$ cat src/rtl/sr_ff_access_arbiter.sv
// sr_ff_access_arbiter
//
// Round-robin arbiter and write sequencer that lets NREQ requesters share
// one clocked SR flip-flop. One requester is granted at a time. The block
// drives S or R for exactly one clock and reads Q back to confirm the write.
// On a mismatch it retries up to MAX_RETRY extra times, then finishes with
// an ack pulse, plus an err pulse if the write never took.
// S and R are never driven high together.
//
// Ports
//   clk    rising-edge clock, shared with the flip-flop
//   rst    synchronous, active-high reset
//   req    per-requester request, held high until its ack
//   op     per-requester operation (1 = set, 0 = clear), stable while req high
//   Q      flip-flop output, used for read-back
//   S, R   registered drive to the flip-flop
//   grant  one-hot owner of the current transaction, zero when idle
//   ack    registered one-cycle completion pulse to the owner
//   err    one-cycle pulse alongside ack when read-back failed after retries
//   busy   high whenever a transaction is in progress
module sr_ff_access_arbiter #(
  parameter int unsigned NREQ      = 4,
  parameter int unsigned MAX_RETRY = 2
) (
  input  logic            clk,
  input  logic            rst,
  input  logic [NREQ-1:0] req,
  input  logic [NREQ-1:0] op,
  input  logic            Q,
  output logic            S,
  output logic            R,
  output logic [NREQ-1:0] grant,
  output logic [NREQ-1:0] ack,
  output logic            err,
  output logic            busy
);

  localparam int unsigned PW          = (NREQ > 1) ? $clog2(NREQ) : 1;
  localparam logic [2:0]  RETRY_LIMIT = 3'(MAX_RETRY);
  localparam logic [PW-1:0] LAST_IDX  = PW'(NREQ - 1);

  typedef enum logic [1:0] {
    IDLE,
    DRIVE,
    CHECK,
    ACK
  } state_t;

  state_t          state, next_state;
  logic [PW-1:0]   ptr, next_ptr;
  logic [PW-1:0]   owner, next_owner;
  logic            target, next_target;
  logic [2:0]      retry, next_retry;

  logic            next_s, next_r;
  logic [NREQ-1:0] next_grant, next_ack;
  logic            next_err, next_busy;

  // Round-robin pick: first requester with req high, scanning upward from
  // ptr with wrap-around.
  logic            found;
  logic [PW-1:0]   pick;
  logic [PW-1:0]   cidx;
  int unsigned     cand;

  always_comb begin
    found = 1'b0;
    pick  = '0;
    cand  = 0;
    cidx  = '0;
    for (int unsigned i = 0; i < NREQ; i++) begin
      cand = 32'(ptr) + i;
      if (cand >= NREQ) begin
        cand = cand - NREQ;
      end
      cidx = PW'(cand);
      if (!found && req[cidx]) begin
        found = 1'b1;
        pick  = cidx;
      end
    end
  end

  // State and registered outputs
  always_ff @(posedge clk) begin
    if (rst) begin
      state  <= IDLE;
      ptr    <= '0;
      owner  <= '0;
      target <= 1'b0;
      retry  <= '0;
      S      <= 1'b0;
      R      <= 1'b0;
      grant  <= '0;
      ack    <= '0;
      err    <= 1'b0;
      busy   <= 1'b0;
    end else begin
      state  <= next_state;
      ptr    <= next_ptr;
      owner  <= next_owner;
      target <= next_target;
      retry  <= next_retry;
      S      <= next_s;
      R      <= next_r;
      grant  <= next_grant;
      ack    <= next_ack;
      err    <= next_err;
      busy   <= next_busy;
    end
  end

  // Next-state and next-output logic. Outputs are computed for the state
  // being entered, so that they line up with that state once registered.
  always_comb begin
    next_state  = state;
    next_ptr    = ptr;
    next_owner  = owner;
    next_target = target;
    next_retry  = retry;
    next_s      = 1'b0;
    next_r      = 1'b0;
    next_grant  = grant;
    next_ack    = '0;
    next_err    = 1'b0;

    unique case (state)
      IDLE: begin
        next_grant = '0;
        if (found) begin
          next_state        = DRIVE;
          next_owner        = pick;
          next_target       = op[pick];
          next_retry        = '0;
          next_s            = op[pick];
          next_r            = ~op[pick];
          next_grant[pick]  = 1'b1;
        end
      end

      DRIVE: begin
        next_state = CHECK;
      end

      CHECK: begin
        if (Q == target) begin
          next_state = ACK;
          next_ack   = grant;
        end else if (retry < RETRY_LIMIT) begin
          next_state = DRIVE;
          next_retry = retry + 3'd1;
          next_s     = target;
          next_r     = ~target;
        end else begin
          next_state = ACK;
          next_ack   = grant;
          next_err   = 1'b1;
        end
      end

      ACK: begin
        next_state = IDLE;
        next_grant = '0;
        next_ptr   = (owner == LAST_IDX) ? '0 : owner + PW'(1);
      end

      default: begin
        next_state = IDLE;
        next_grant = '0;
      end
    endcase

    next_busy = (next_state != IDLE);
  end

endmodule
$ cat config.mk
export PLATFORM = sky130hd
export DESIGN_NAME = sr_ff_access_arbiter
export DESIGN_NICKNAME = d
export VERILOG_FILES = /design/src/rtl/sr_ff_access_arbiter.sv
export SDC_FILE = /design/constraint.sdc
export NUM_CORES = 1
export LEC_CHECK = 0
export ABC_CLOCK_PERIOD_IN_PS = 2600
export BUFFER_PORTS_ARGS = -buffer_cell sky130_fd_sc_hd__buf_4
export CAP_MARGIN = 15
export CORE_UTILIZATION = 55
export DETAILED_ROUTE_END_ITERATION = 12
export HOLD_SLACK_MARGIN = 0.15
export PLACE_DENSITY = 0.79
export SYNTH_ARGS = -nofsm -noshare
export SYNTH_HDL_FRONTEND = slang
export SYNTH_SLANG_ARGS = --single-unit
$ cat constraint.sdc
create_clock -name clk -period 2.6 [get_ports clk]
set_clock_uncertainty 0.05 [all_clocks]
set_input_delay 0.52 -clock clk [delete_from_list [all_inputs] [get_ports clk]]
set_output_delay 0.52 -clock clk [all_outputs]
set_load 0.02 [all_outputs]
==> results of run 1 <==
## per-stage QoR
| step | hold WS, ns | util |
|---|---|---|
| detailed placement | 0.421 | 0.696 |
| CTS | 0.419 | 0.726 |
| global placement | 0.407 | 0.696 |
| floorplan | 0.385 | - |
| global route | 0.425 | 0.726 |
| finish | 0.426 | 0.726 |
## path summary, 6_finish.rpt
kind / start / end / cells past startpoint
max: ptr[0] / target / 6
min: rst / grant[0] / 2
max reg2reg: ptr[0] / target / 6
min reg2reg: owner[0] / owner[0] / 2
## cell families (layout without fill, tap and decap cells)
group,Yosys count,after routing
AND/OR/NAND/NOR,49,49
buffers and inverters,5,29
flip-flops,22,22
XOR/XNOR,1,1
multiplexers,5,5
AO/OA/AOI/OAI,21,21
adder cells (fa/ha/maj),6,6
## area by class of cell
class | count | area, um2
clock buffers | 3 | 22.5
clock inverters | 1 | 30.0
fillers | 150 | 473
inverters | 3 | 11.3
multi-input cells | 82 | 553
flip-flops and latches | 22 | 440
well taps | 25 | 31.3
repair buffers | 22 | 165
## worst max-delay path: stages, from the launching register on
cell and delay, ns:
dfxtp_1 0.42, nor2b_1 0.09, o21bai_1 0.24, nand3b_2 0.19, mux2i_1 0.23, mux2i_1 0.14, a22o_1 0.25
## per-layer routing
layer	track usage	up-vias	wire [um]
li1	-	428	-
met1	0.280	374	888
met2	0.368	28	960
met3	0.0440	5	93
met4	0.158	0	53
met5	0	-	0
## report_power, final
| part | internal, uW | total, uW | switching, uW |
|---|---|---|---|
| clock | 156 | 268 | 112 |
| sequential | 374 | 399 | 24.6 |
| combinational | 113 | 267 | 154 |
## Yosys cell counts (2+ instances only)
cell type | instances | area, um2
inv_1 | 3 | 11.3
nor3_1 | 2 | 10.0
dfxtp_1 | 22 | 440
mux2i_1 | 5 | 50.1
nor2_1 | 17 | 63.8
a21boi_1 | 2 | 15.0
nor4_1 | 2 | 12.5
nand4b_1 | 2 | 17.5
ha_1 | 6 | 75.1
a21oi_1 | 10 | 50.1
nand2b_1 | 4 | 25.0
nand2_1 | 7 | 26.3
clkbuf_1 | 2 | 7.51
nor2b_1 | 3 | 18.8
and2_1 | 4 | 25.0
## registers in the layout (all words and copies together) (netlist names)
register  count
ptr           2
state         2
owner         2
ack           4
err           1
busy          1
target        1
grant         4
retry         3
R             1
S             1
==> results by group, run 1 <==
STA
  – Max Slew Vio Count: 0
  – Worst setup margin: 0.906 ns
  – Final TNS setup: 0 ns
  – Final hold violations: 0
  – Slew margin rel.: 0.550
  – Fmax: 590 MHz
  – Final period utilization: 0.651
  – Worst-Margin Slew: 0.669 ns
  – Unrepaired setup endpoints after global routing: no
  – Crit path time final: 1.69 ns
  – Final number of setup-violating endpoints: 0

Synth
  – Mapped Cells: 109
  – Seq/Total Area, Yosys: 0.435
  – Unique cell type count in the Yosys netlist: 33
  – Mux share of post-synthesis cell area: 0.0494
  – Netlist Area Pre-Place: 1010 um2
  – Synth Area in XOR/XNOR: 0.00865
  – Number of flops mapped to enable cells by yosys: 0
  – Synth warn: 0
  – Largest family of logic cells by synthesized area: simple AND/OR/NAND/NOR gates
  – Avg Cell Area, Syn: 9.29 um2
  – Net count after synthesis: 126
  – Complex-gate fraction of the synthesized area: 0.158
  – Post-synthesis adder-cell area fraction: 0.0742
  – Number of synthesized register bits: 22
  – Async set-reset flop share out of synthesis: 0
  – Top FF cell, synth: dfxtp_1
  – Synth Area in Simple Gates: 0.256

Worst setup path
  – CP Launch Type: flip-flop
  – CP arrival: 1.88 ns
  – CP Class: flip-flop to flip-flop
  – CP max FO: 6
  – Reg2Reg Setup Slack: 0.91 ns
  – Setup crit end kind: flip-flop
  – Worst EP required: 2.79 ns

Pwr
  – Peak supply drop: 0.579 mV
  – Tot Pwr: 935 uW
  – P_leak: 0.000531 uW
  – Cell Pwr Density: 745 nW/um2

Routing
  – Final ANT Viol Nets: 0
  – Avg WL per Cell: 12.6 um
  – 1st-iter DRT viols: 17
  – DRT Wirelength: 2000 um
  – Vias per Instance: 5.28
  – DRC: 0
  – Pre-antenna DRT Iters: 4
  – Total vias in the final route: 835

Finish
  – Area delta synth->final: 23.9%
  – Nets: 151
  – Commonest non-fill, non-tap cells in the layout: dfxtp_1 (22), buf_4 (22), nor2_1 (17)
  – Diodes inserted: 0
  – Final instance area: 1250 um2
  – Layout cells sized above 1: 0.233
  – Final std cells w/o fill: 158

CTS
  – Post-CTS Hold Buffers: 0
  – CTS sink cnt: 22
  – Reg clk slew, reported paths: 0.13 ns
  – Post_cts resized: 0
  – Clk_lat worst skew: 0.33 ns
  – CTS tree: done
  – Clock Path Buffers: 2
  – Setup bufs post-CTS: 0
  – CTS buffer count: 3
  – CTS HTree Levels: 1
  – Clk root buf: clkbuf_4

GRT
  – First-pass GRT wire length: 3370 um
  – Vias in the first global route: 788
  – Pin count of the biggest net entering global routing: 18
  – GRT overflow: 0
  – Initial antenna violation count: 0
  – Total track usage: 0.230

Die
  – Rows: 15
  – Ports: 23
  – Initial Util: 0.586
  – Die footprint: 2020 um2
  – Die Height: 44.9 um
  – Die width: 44.9 um
  – Core area: 1730 um2

Run
  – Max_cap viols: 0

Placed design
  – DP HPWL: 1470 um
  – Place WS: 0.621 ns
  – Placed cells: 154
  – Placer Congestion: 0.752
  – Number of port buffers: 22
  – Post-DP Area: 1200 um2

Hold path
  – Worst min-delay path class: input pin to flip-flop

Outcome
  – Status: completed
No activity file was read; power rests on OpenSTA's default activity.
==> run 2: changes to the inputs <==
ABC_AREA = 1   (was unset)
ABC_CLOCK_PERIOD_IN_PS = 1600   (was 2600)
CORE_UTILIZATION = 54   (was 55)
PLACE_DENSITY = 0.75   (was 0.79)
clock period = 1.6 ns   (was 2.6 ns; I/O delays follow)
==> results by group, run 2 <==
GRT
  – Total track usage: 0.264
  – GRT overflow: 0
  – Vias in the first global route: 1255
  – First-pass GRT wire length: 5180 um
  – Initial antenna violation count: 0
  – Pin count of the biggest net entering global routing: 16

Synth
  – Avg Cell Area, Syn: 7.27 um2
  – Unique cell type count in the Yosys netlist: 25
  – Top FF cell, synth: dfxtp_1
  – Top-count cell post-synth: nand2_1
  – Number of flops mapped to enable cells by yosys: 0
  – Synth warn: 0
  – Net count after synthesis: 196
  – Mapped Cells: 179
  – Async set-reset flop share out of synthesis: 0
  – Top-area cell type share of the netlist area: 0.338
  – Seq/Total Area, Yosys: 0.338
  – Largest area contributor in the netlist: dfxtp_1
  – Netlist Area Pre-Place: 1300 um2
  – Number of synthesized register bits: 22
  – Top post-synthesis cells by area: dfxtp_1 (34%), nand2_1 (14%), inv_1 (6.6%)
  – Synth top cells by count: nand2_1 (47), inv_1 (23), dfxtp_1 (22), nor2_1 (14), nand3_1 (13)

Worst setup path
  – Worst-path cell chain: nor2_1 > inv_1 > nor2_1 > inv_1 > nand2_1 > inv_1 > nor2_1 > nand2_2 > inv_2 > nand2_1 > a221oi_2
  – Crit path max-delay family: simple AND/OR/NAND/NOR gates
  – Setup crit end kind: flip-flop
  – CP arrival: 1.98 ns
  – Worst EP required: 1.77 ns
  – CP Launch Type: flip-flop
  – CP Class: flip-flop to flip-flop
  – Bufs and invs on worst path: 4
  – CP max FO: 4
  – CP max stage delay: 0.34 ns
  – Crit-path slowest cell: dfxtp_1

Routing
  – Avg WL per Cell: 15.9 um
  – DRC: 0
  – Pre-antenna DRT Iters: 6
  – DRT Wirelength: 3950 um
  – Final ANT Viol Nets: 0
  – Total vias in the final route: 1390
  – Vias per Instance: 5.60
  – 1st-iter DRT viols: 35

Hold path
  – Worst min-delay path class: input pin to flip-flop

Finish
  – Diodes inserted: 0
  – Layout cells sized above 1: 0.482
  – Final Core Density: 0.827
  – Nets: 239
  – Commonest non-fill, non-tap cells in the layout: buf_4 (38), nand2_2 (24), nand2_1 (23)
  – Commonest non-fill, non-tap cell in the layout: buf_4
  – Area delta synth->final: 42.0%
  – Regs by FF count: ack: 4 flops, grant: 4 flops, retry: 3 flops

Die
  – Rows: 17
  – Die width: 51.1 um
  – Die footprint: 2610 um2
  – Die Height: 51.1 um
  – Initial Util: 0.583
  – Ports: 23
  – Core area: 2230 um2

STA
  – Fmax: 552 MHz
  – Max Slew Vio Count: 0
  – Crit path time final: 1.81 ns
  – Final period utilization: 1.13
  – Slew margin rel.: 0.800
  – Final number of setup-violating endpoints: 15
  – WHS: 0.228 ns
  – Unrepaired setup endpoints after global routing: yes
  – Worst setup margin: -0.211 ns
  – Final hold violations: 0
  – Worst-Margin Slew: 0.299 ns

Pwr
  – Cell Pwr Density: 738 nW/um2
  – Peak supply drop: 0.851 mV
  – Tot Pwr: 1360 uW
  – P_leak: 0.000966 uW

CTS
  – Reg clk slew, reported paths: 0.11 ns
  – CTS HTree Levels: 1
  – CTS tree: done
  – Clock Path Buffers: 2
  – CTS buffer count: 3
  – CTS sink cnt: 22
  – Clk_lat worst skew: 0.30 ns
  – Clk root buf: clkbuf_4

Run
  – Max_cap viols: 0

Placed design
  – DP HPWL: 2230 um
  – Number of port buffers: 22
  – Placer Congestion: 0.952

Outcome
  – Status: finished with violations
  – Failing checks: setup timing
==> run 2: final timing paths <==
| kind | start | endpoint | slack, ns | depth (start not counted) |
|---|---|---|---|---|
| setup / recovery | retry[1] | retry[2] | -0.21 | 11 |
| hold reg to reg | grant[1] | ack[1] | 0.43 | 2 |
| hold / removal | rst | S | 0.23 | 2 |
| setup reg to reg | retry[1] | retry[2] | -0.21 | 11 |
==> run 2: kinds of logic after synthesis <==
group,Yosys count,share of synthesized area
XOR/XNOR,1,0.00673
adder cells (fa/ha/maj),6,0.0577
buffers and inverters,30,0.0952
flip-flops,22,0.338
AO/OA/AOI/OAI,20,0.0990
AND/OR/NAND/NOR,100,0.403
==> run 2: timing repair <==
item                                    CTS  global route
hold buffers                              0             0
endpoints found under the setup margin   14            15
gates cloned                              0             0
resized for setup                        27            33
pin swaps                                13            19
buffers inserted                          5             1
==> run 2: metal layers <==
layer,vias to the layer above,GRT usage,share of wire
li1,652,-,-
met1,646,0.293,0.38
met2,70,0.480,0.50
met3,22,0.0565,0.064
met4,0,0.106,0.050
met5,-,0,0
==> run 2: power breakdown <==
group / total [uW] / switching, uW / leakage (uW) / internal, uW
Sequential: 616 / 30.5 / 0.000181 / 586
Clock: 243 / 155 / 0.0000138 / 88.2
Combinational: 504 / 306 / 0.000771 / 198
Total: 1360 / 491 / 0.000966 / 872
==> run 2: area by class of cell <==
| class | count | area, um2 |
|---|---|---|
| multi-input combinational | 127 | 915 |
| sequential | 22 | 449 |
| fill | 131 | 385 |
| timing repair buffer | 40 | 312 |
| inverter | 28 | 115 |
| tap | 28 | 35.0 |
| clock buffer | 3 | 22.5 |
==> run 2: through the flow <==
stage	TNS, ns	cell area [um2]	worst slack (ns)	instances
2_1_floorplan	0	1300	0.0726	179
3_3_place_gp	-0.359	1570	-0.0940	239
3_5_place_dp	-0.760	1570	-0.111	239
4_1_cts	-0.473	1720	-0.0730	247
5_1_grt	-3.03	1850	-0.302	248
6_report	-1.62	1850	-0.211	248
==> run 2: worst reg2reg max path: cells and delay by family, from the launching register on <==
family / cells / cell delay [ns]
and+or+nand+nor: 6 / 0.79
buffers and inverters: 4 / 0.33
AOI/OAI and AO/OA: 1 / 0.21
DFF: 1 / 0.34
